$ cat config.mk
export PLATFORM = sky130hd
export DESIGN_NAME = dmem_arbiter
export DESIGN_NICKNAME = d
export VERILOG_FILES = /design/src/rtl/dmem_arb_pkg.sv /design/src/rtl/dmem_rr_pick.sv /design/src/rtl/dmem_arbiter.sv
export SDC_FILE = /design/constraint.sdc
export NUM_CORES = 1
export LEC_CHECK = 0
export ABC_AREA = 0
export CAP_MARGIN = 20
export CELL_PAD_IN_SITES_DETAIL_PLACEMENT = 0
export CELL_PAD_IN_SITES_GLOBAL_PLACEMENT = 1
export CORE_MARGIN = 1.5
export CORE_UTILIZATION = 24
export DETAILED_ROUTE_END_ITERATION = 8
export GPL_TIMING_DRIVEN = 0
export PLACE_DENSITY = 0.9
export SYNTH_ARGS = -nofsm -noshare
export SYNTH_HDL_FRONTEND = slang
export SYNTH_HIERARCHICAL = 1
export SYNTH_SLANG_ARGS = --single-unit
$ cat constraint.sdc
create_clock -name clk -period 2.7 [get_ports clk]
set_input_delay 0.405 -clock clk [delete_from_list [all_inputs] [get_ports clk]]
set_output_delay 0.405 -clock clk [all_outputs]
set_load 0.01 [all_outputs]
$ cat src/rtl/dmem_arb_pkg.sv
// Shared types and constants for the two-port data-memory arbiter.
package dmem_arb_pkg;

  typedef enum logic [1:0] {
    IDLE = 2'd0,
    OWN0 = 2'd1,
    OWN1 = 2'd2
  } arb_state_e;

  localparam logic PORT_CPU  = 1'b0;
  localparam logic PORT_DISP = 1'b1;

endpackage

$ cat src/rtl/dmem_rr_pick.sv
// Combinational 2-way round-robin selector: eligible valids, preferred port
// and an ownership mask in, one-hot grant out.
module dmem_rr_pick
  import dmem_arb_pkg::*;
(
  input  logic [1:0] valid,
  input  logic       ptr,
  input  logic [1:0] mask,
  output logic [1:0] grant
);

  logic [1:0] elig_s;

  // Contention is settled by the pointer; a lone eligible port always wins.
  always_comb begin
    elig_s = valid & mask;
    if (elig_s == 2'b11) begin
      grant = (ptr == PORT_DISP) ? 2'b10 : 2'b01;
    end else begin
      grant = elig_s;
    end
  end

endmodule

$ cat src/rtl/dmem_arbiter.sv
// Round-robin arbiter with lock ownership sharing the data memory between
// the CPU load/store path (port 0) and the display reader (port 1).
module dmem_arbiter
  import dmem_arb_pkg::*;
#(
  parameter int Width     = 32,
  parameter int AddrWidth = 9
) (
  input  logic                 clk,
  input  logic                 rst_n,
  input  logic                 req0_valid,
  input  logic                 req0_write,
  input  logic                 req0_lock,
  input  logic [AddrWidth-1:0] req0_addr,
  input  logic [Width-1:0]     req0_wdata,
  output logic                 req0_ready,
  input  logic                 req1_valid,
  input  logic                 req1_write,
  input  logic                 req1_lock,
  input  logic [AddrWidth-1:0] req1_addr,
  input  logic [Width-1:0]     req1_wdata,
  output logic                 req1_ready,
  output logic                 rsp0_valid,
  output logic [Width-1:0]     rsp0_rdata,
  output logic                 rsp1_valid,
  output logic [Width-1:0]     rsp1_rdata,
  output logic                 MemWrite,
  output logic                 MemRead,
  output logic [Width-1:0]     ALUResult,
  output logic [Width-1:0]     WriteData,
  input  logic [Width-1:0]     ReadData
);

  arb_state_e       state_q, state_d;
  logic             ptr_q, ptr_d;
  logic             rsp0_valid_q, rsp0_valid_d;
  logic             rsp1_valid_q, rsp1_valid_d;
  logic [Width-1:0] rsp0_rdata_q, rsp0_rdata_d;
  logic [Width-1:0] rsp1_rdata_q, rsp1_rdata_d;

  logic [1:0] mask_s;
  logic [1:0] pick_s;
  logic [1:0] grant_s;
  logic       acc_s;
  logic       acc_port_s;
  logic       acc_lock_s;

  // Ownership restricts which ports the selector may consider.
  always_comb begin
    case (state_q)
      IDLE:    mask_s = 2'b11;
      OWN0:    mask_s = 2'b01;
      OWN1:    mask_s = 2'b10;
      default: mask_s = 2'b11;
    endcase
  end

  dmem_rr_pick u_pick (
    .valid (pick_valid_s()),
    .ptr   (ptr_q),
    .mask  (mask_s),
    .grant (pick_s)
  );

  function automatic logic [1:0] pick_valid_s();
    return {req1_valid, req0_valid};
  endfunction

  // Holding reset masks the grant so no memory strobe can leak out.
  assign grant_s    = pick_s & {2{rst_n}};
  assign acc_s      = |grant_s;
  assign acc_port_s = grant_s[1];
  assign acc_lock_s = acc_port_s ? req1_lock : req0_lock;
  assign req0_ready = grant_s[0];
  assign req1_ready = grant_s[1];

  // Memory interface follows the granted request, all zero when idle.
  always_comb begin
    MemWrite  = 1'b0;
    MemRead   = 1'b0;
    ALUResult = '0;
    WriteData = '0;
    if (grant_s[0]) begin
      MemWrite  = req0_write;
      MemRead   = ~req0_write;
      ALUResult = {{(Width-AddrWidth){1'b0}}, req0_addr};
      WriteData = req0_wdata;
    end else if (grant_s[1]) begin
      MemWrite  = req1_write;
      MemRead   = ~req1_write;
      ALUResult = {{(Width-AddrWidth){1'b0}}, req1_addr};
      WriteData = req1_wdata;
    end else begin
      MemWrite  = 1'b0;
      MemRead   = 1'b0;
    end
  end

  // Ownership FSM and pointer; the pointer is frozen while a lock is held.
  always_comb begin
    state_d = state_q;
    ptr_d   = ptr_q;
    case (state_q)
      IDLE: begin
        if (acc_s) begin
          ptr_d   = ~acc_port_s;
          state_d = acc_lock_s ? (acc_port_s ? OWN1 : OWN0) : IDLE;
        end else begin
          state_d = IDLE;
        end
      end
      OWN0, OWN1: begin
        if (acc_s && !acc_lock_s) begin
          state_d = IDLE;
          ptr_d   = ~acc_port_s;
        end else begin
          state_d = state_q;
        end
      end
      default: begin
        state_d = IDLE;
        ptr_d   = PORT_CPU;
      end
    endcase
  end

  // Response capture: loads return memory data, stores return zero.
  always_comb begin
    rsp0_valid_d = grant_s[0];
    rsp1_valid_d = grant_s[1];
    if (grant_s[0]) begin
      rsp0_rdata_d = req0_write ? '0 : ReadData;
    end else begin
      rsp0_rdata_d = rsp0_rdata_q;
    end
    if (grant_s[1]) begin
      rsp1_rdata_d = req1_write ? '0 : ReadData;
    end else begin
      rsp1_rdata_d = rsp1_rdata_q;
    end
  end

  // State, pointer and response registers.
  always_ff @(posedge clk or negedge rst_n) begin
    if (!rst_n) begin
      state_q      <= IDLE;
      ptr_q        <= PORT_CPU;
      rsp0_valid_q <= 1'b0;
      rsp1_valid_q <= 1'b0;
      rsp0_rdata_q <= '0;
      rsp1_rdata_q <= '0;
    end else begin
      state_q      <= state_d;
      ptr_q        <= ptr_d;
      rsp0_valid_q <= rsp0_valid_d;
      rsp1_valid_q <= rsp1_valid_d;
      rsp0_rdata_q <= rsp0_rdata_d;
      rsp1_rdata_q <= rsp1_rdata_d;
    end
  end

  assign rsp0_valid = rsp0_valid_q;
  assign rsp1_valid = rsp1_valid_q;
  assign rsp0_rdata = rsp0_rdata_q;
  assign rsp1_rdata = rsp1_rdata_q;

endmodule

* Word-level counts from Yosys, hierarchy flattened
Index checks and enable logic that the tools add are counted.
** Word-level totals
- Word-level logic and storage cells :: 44
- Input bits :: 122
- Flip-flop bits (word level) :: 69
- Output and inout bits :: 134
** Operators by class
- Equality and inequality tests :: 5
- Bitwise operators :: 5
- Multiplexer cells :: 22
- Reduce and logical (&&, ||, !) cells :: 6
** Operator list (number)
- 2-to-1 mux 32 bit :: 4
- 2-to-1 mux 9 bit :: 2
- 2-to-1 mux 2 bit :: 6
- one-hot mux 2 bit (2 select lines) :: 2
- 2-to-1 mux 1 bit :: 7
- AND 2 bit :: 2
- == test 2 bit (second input constant) :: 2
- != test 2 bit (second input constant) :: 2
- OR reduction 2 bit :: 2
- NOT 1 bit :: 3
- == test 2 x 1 -> 1 bit (second input constant) :: 1
- logical NOT 2 bit :: 1
- one-hot mux 1 bit (2 select lines) :: 1
- AND reduction 2 bit :: 1
- logical AND 1 bit :: 1
- logical NOT 1 bit :: 1

* Logic depth before layout (Yosys ltp)
Gate-level depths: netlist of the first run.
- Word-level depth :: 11
- Depth in mapped cells :: 11
- Mapped depth without buffers :: 9

* Hierarchy
Netlist of the first run, hierarchy kept.
** By module, submodules not included
- dmem_arbiter :: sequential area each 1726.7 sq um, area each 3575.9 sq um, times used 1, cells an instance 384
- dmem_rr_pick :: sequential area each 0.0 sq um, area each 20.0 sq um, times used 1, cells an instance 3

* Least setup slack after synthesis of the first run
Ideal clock, no wire load.
- Path type :: register to output
- Start :: register state_q[0]
- End :: output port ALUResult[1]
- Stages on the path, launching flop included :: 10
- Path slack :: 0.443 ns
- Arrival :: 1.852 ns
- Path buffers :: 1
- Required time :: 2.295 ns
- Cell sequence :: dfrtp_1 -> inv_1 -> ha_1 -> inv_1 -> nand2_1 -> a31oi_1 -> nand2_2 -> inv_2 -> clkbuf_1 -> a22o_1
** On the way
- Elaborated cells on any way between the ends :: 9
- Those cells by class :: eq/ne (3); mux (4); bitwise (2)
** RTL lines
- from (decl) :: line dmem_arbiter.sv:34 : arb_state_e state_q, state_d;
- from (signal assigned) :: line dmem_arbiter.sv:153 : state_q <= state_d;
- == test 2 bit / == test 2 x 1 -> 1 bit (equally long branches) :: line dmem_arbiter.sv:50 : case (state_q)
- one-hot mux 2 bit (2 select lines) (*) :: line dmem_arbiter.sv:50
- net mask_s[0] :: line dmem_arbiter.sv:41 : logic [1:0] mask_s;
- AND 2 bit (*) :: line dmem_rr_pick.sv:16 : elig_s = valid & mask;
- == test 2 bit :: line dmem_rr_pick.sv:17 : if (elig_s == 2'b11) begin
- 2-to-1 mux 2 bit (*) :: line dmem_rr_pick.sv:17
- net pick_s[0] :: line dmem_arbiter.sv:42 : logic [1:0] pick_s;
- AND 2 bit (*) :: line dmem_arbiter.sv:70 : assign grant_s = pick_s & {2{rst_n}};
- 2-to-1 mux 9 bit (*) :: line dmem_arbiter.sv:83 : if (grant_s[0]) begin
- to (decl) :: line dmem_arbiter.sv:29 : output logic [Width-1:0] ALUResult,
Mark *: on every way through the listed nets, which the timed path passes. The rest lies on a longest branch.

* Final worst setup path of the first run
- Start :: register state_q[0]
- End :: output port WriteData[17]
** On the way
- Elaborated cells on any way between the ends :: 9
- Those cells by class :: eq/ne (3); mux (4); bitwise (2)
** RTL lines
- == test 2 bit / == test 2 x 1 -> 1 bit (equally long branches) :: line dmem_arbiter.sv:50
- one-hot mux 2 bit (2 select lines) (*) :: line dmem_arbiter.sv:50
- net mask_s[0] :: line dmem_arbiter.sv:41
- AND 2 bit (*) :: line dmem_rr_pick.sv:16
- == test 2 bit :: line dmem_rr_pick.sv:17
- 2-to-1 mux 2 bit (*) :: line dmem_rr_pick.sv:17
- net pick_s[0] :: line dmem_arbiter.sv:42
- AND 2 bit (*) :: line dmem_arbiter.sv:70
- 2-to-1 mux 32 bit (*) :: line dmem_arbiter.sv:83
- to (decl) :: line dmem_arbiter.sv:30 : output logic [Width-1:0] WriteData,
Marks and branches as above.

==> reports/results.txt, run 1 <==
Root buf cell - clkbuf_16
FF-to-FF Start - state_q[0]$_DFFE_PN0P_
Reg2reg end - rsp1_rdata[12]$_DFFE_PN0N_
Synthesized flop and latch total - 69
Pwr Density - 641 nW/µm²
Rel. slew slack - 0.546
Port buffer count - 232
R2R setup slack - 0.54 ns
Placer congestion estimate - 0.797
Status - finished, final reports clean
Nets - 788
Required time of the critical path - 2.30 ns
Final Hold Fails - 0
Synthesized cell area - 3600 µm²
Finished Cell Area - 6710 µm²
Commonest cells in the netlist - nand2_1, dfrtp_1, a22o_1, nand2b_1, nand3b_1
YS warnings - 6
Clock Latency Late Sink - 0.32 ns
Area delta synth->final - 86.5%
Max-cap violations - 0
Fillcell total - 1,375
Worst r2r path cells - 11
Critical-path cell list - inv_1 > ha_1 > inv_1 > nand2_2 > a31oi_4 > buf_4 > nor2_4 > buf_12 > buf_4 > a22o_1 > clkdlybuf4s15_1
Hold Buf Count CTS - 0
Count leader, synth - nand2_1
Int Pwr - 2980 µW
EDFF count, synth - 0
Drt pass-1 iters - 4
Seq/Total Area, Yosys - 0.480
CTS buffer count - 9
HPWL after detailed placement - 11,300 µm
ANT cells - 0
Maximum vdd drop - 0.000242 V
Switching Fraction - 0.307
Rows - 44
First-pass GRT wire length - 22,600 µm
Ys async rst share - 1.00
Max clock buf depth - 2
Post-Synthesis Cells - 387
Power share of the clock group - 0.267
Startpoint types - flop
Pin count of the biggest net entering global routing - 75
Reg clk slew, reported paths - 0.06 ns
Met1 GRT Util - 0.217
Routed WL per cell - 17.2 µm
Slew Limit Fails - 0
Tcrit/Tclk final - 0.969
Cells after DPL - 825
Starting Density - 0.246
Io pins - 256
Combinational Power Share - 0.396
CORE AREA - 14,600 µm²
Share of layout cells above drive strength 1 - 0.148
Residual DRC count - 0
Post-Syn Area per Cell - 9.29 µm²
CP max FO - 7
Post-layout minimum cycle time - 2.62 ns
Total clock sinks - 69
CTS tree - built
Die Width - 125 µm
Sequential Power Share - 0.337
H-tree depth - 3
GR Util met3 - 0.0454
Area after DPL - 6230 µm²
Grt total ovfl - 0
Yosys top cell area share - 0.480
Distinct cell type count of the synthesized netlist - 27
Area contributors post-synth - dfrtp_1, a22o_1, nand2_1
Die H - 125 µm
Routed WL - 14,600 µm
Total Routing Usage GR - 0.184
Setup CP Type - reg -> out
Final Skew - 0.00460 ns
Initial antenna violation count - 0
Gr busiest metal - met2
Final setup vio count - 0
Ys flop type - dfrtp_1
Slew of the pin with the lowest slew margin - 0.681 ns
Pwr Total - 4300 µW
Post-Route Setup TNS - 0 ns
Total number of vias - 3,845
Met2 Use GR - 0.332
Hold Crit Class - in -> async
Net Sw Power - 1320 µW
Max Clock Freq - 382 MHz
Drt first-iter violations - 219
Antenna-violating nets left - 0
RSZ-0062 raised after global routing - no
Via-per-instance ratio - 4.52
Leakage - 0.00303 µW
Finished Layout Cells - 851
Vias in the first global route - 4,083
CP Data Arrival Time - 2.21 ns
Dominant cell type by area after synthesis - dfrtp_1
CP max stage delay - 0.36 ns
Total Die Area - 15,700 µm²
Setup crit end kind - output pin
CP max stage cell - dfrtp_1
layer usage:
layer  vias to the layer above  part of all wire
met5                         -                 0
met4                         0             0.016
met3                        17             0.073
met2                       177              0.51
met1                      1833              0.41
li1                       1818                 -
state kept, by name, indices dropped and copies added (netlist names):
name	count
rsp1_rdata	32
rsp0_rdata	32
ptr_q	1
rsp1_valid	1
state_q	2
rsp0_valid	1
area by class of cell:
class | count | area (µm²) | share of cell area
inverter | 6 | 25.0 | 0.00373
tap | 184 | 230 | 0.0343
timing repair buffer | 243 | 2400 | 0.359
sequential | 69 | 1730 | 0.257
buffer | 50 | 358 | 0.0534
multi-input combinational | 283 | 1670 | 0.249
clock inverter | 4 | 47.5 | 0.00709
clock buffer | 12 | 246 | 0.0368
worst max-delay path: cells and delay by family (launching register included):
kind                     cells  cell delay, ns
buffers and inverters        6            0.83
AO/OA/AOI/OAI                2            0.38
flip-flops                   1            0.36
adder cells (fa/ha/maj)      1            0.20
AND/OR/NAND/NOR              2            0.11
stage by stage:
step           hold WS [ns]  utilization  setup WS (ns)
6_report              0.110        0.460         0.0837
5_1_grt               0.164        0.460        0.00124
4_1_cts               0.126        0.459       0.000871
3_5_place_dp          0.456        0.427         -0.812
3_3_place_gp          0.452        0.427          -3.13
2_1_floorplan         0.109            -          0.443
layout by cell type (no fill, tap or decap), drive strengths merged:
cell and count:
nor4bb 1, o311a 1, o221ai 1, nor2b 1, buf 48, nand2b 33
clkdlybuf4s15 34, clkbuf 33, a211o 1, bufinv 1, clkinvlp 1, a22o 43
nor2 1, o211ai 1, nand3 1, o21ai 33, inv 6, mux2i 2
o211a 1, o22ai 1, conb 23, nand3b 33, ha 4, nand2 101
clkinv 2, dlygate4sd2 4, dfrtp 69, clkdlybuf4s50 186, a31oi 1
worst max path at each step:
stage / from / cells past startpoint / to / slack [ns]
floorplan: state_q[0]$_DFFE_PN0P_ / 9 / ALUResult[1] / 0.44
global placement: rst_n / 6 / WriteData[5] / -3.13
detailed placement: req0_valid / 8 / WriteData[5] / -0.81
CTS: state_q[0]$_DFFE_PN0P_ / 11 / WriteData[17] / 0.0009
global route: state_q[0]$_DFFE_PN0P_ / 11 / WriteData[12] / 0.001
finish: state_q[0]$_DFFE_PN0P_ / 11 / WriteData[17] / 0.08
power by group through the flow:
stage | Sequential, µW | Clock (µW) | Combinational, µW
after floorplan | 1550 | 0 | 532
after global placement | 1450 | 0 | 1650
after detailed placement | 1460 | 0 | 1670
after CTS | 1450 | 1170 | 1720
after global routing | 1480 | 1220 | 1840
final | 1450 | 1150 | 1700
timing repair:
| item | in CTS | in global routing |
|---|---|---|
| gates cloned | 1 | 0 |
| pin swaps | 3 | 0 |
| setup endpoints to repair | 45 | 42 |
| resized for setup | 142 | 7 |
| setup buffers | 8 | 2 |
kinds of logic (layout without fill, tap and decap cells):
kind of cell               Yosys count  after routing  share of synthesized area
AOI/OAI and AO/OA                   83             83                      0.167
and+or+nand+nor                    171            171                      0.241
DFF                                 69             69                      0.480
muxes                                2              2                    0.00557
adders and majority gates            4              4                     0.0139
buffers and inverters               57            315                     0.0912
other                                1             23                    0.00104
Power figures use the tool's default switching activity.
==> run 2: changes to the inputs <==
HOLD_SLACK_MARGIN = 0.06   (was not set)
==> results of run 2 <==
No change in the layout: final DEF, timing and power equal those of run 1.
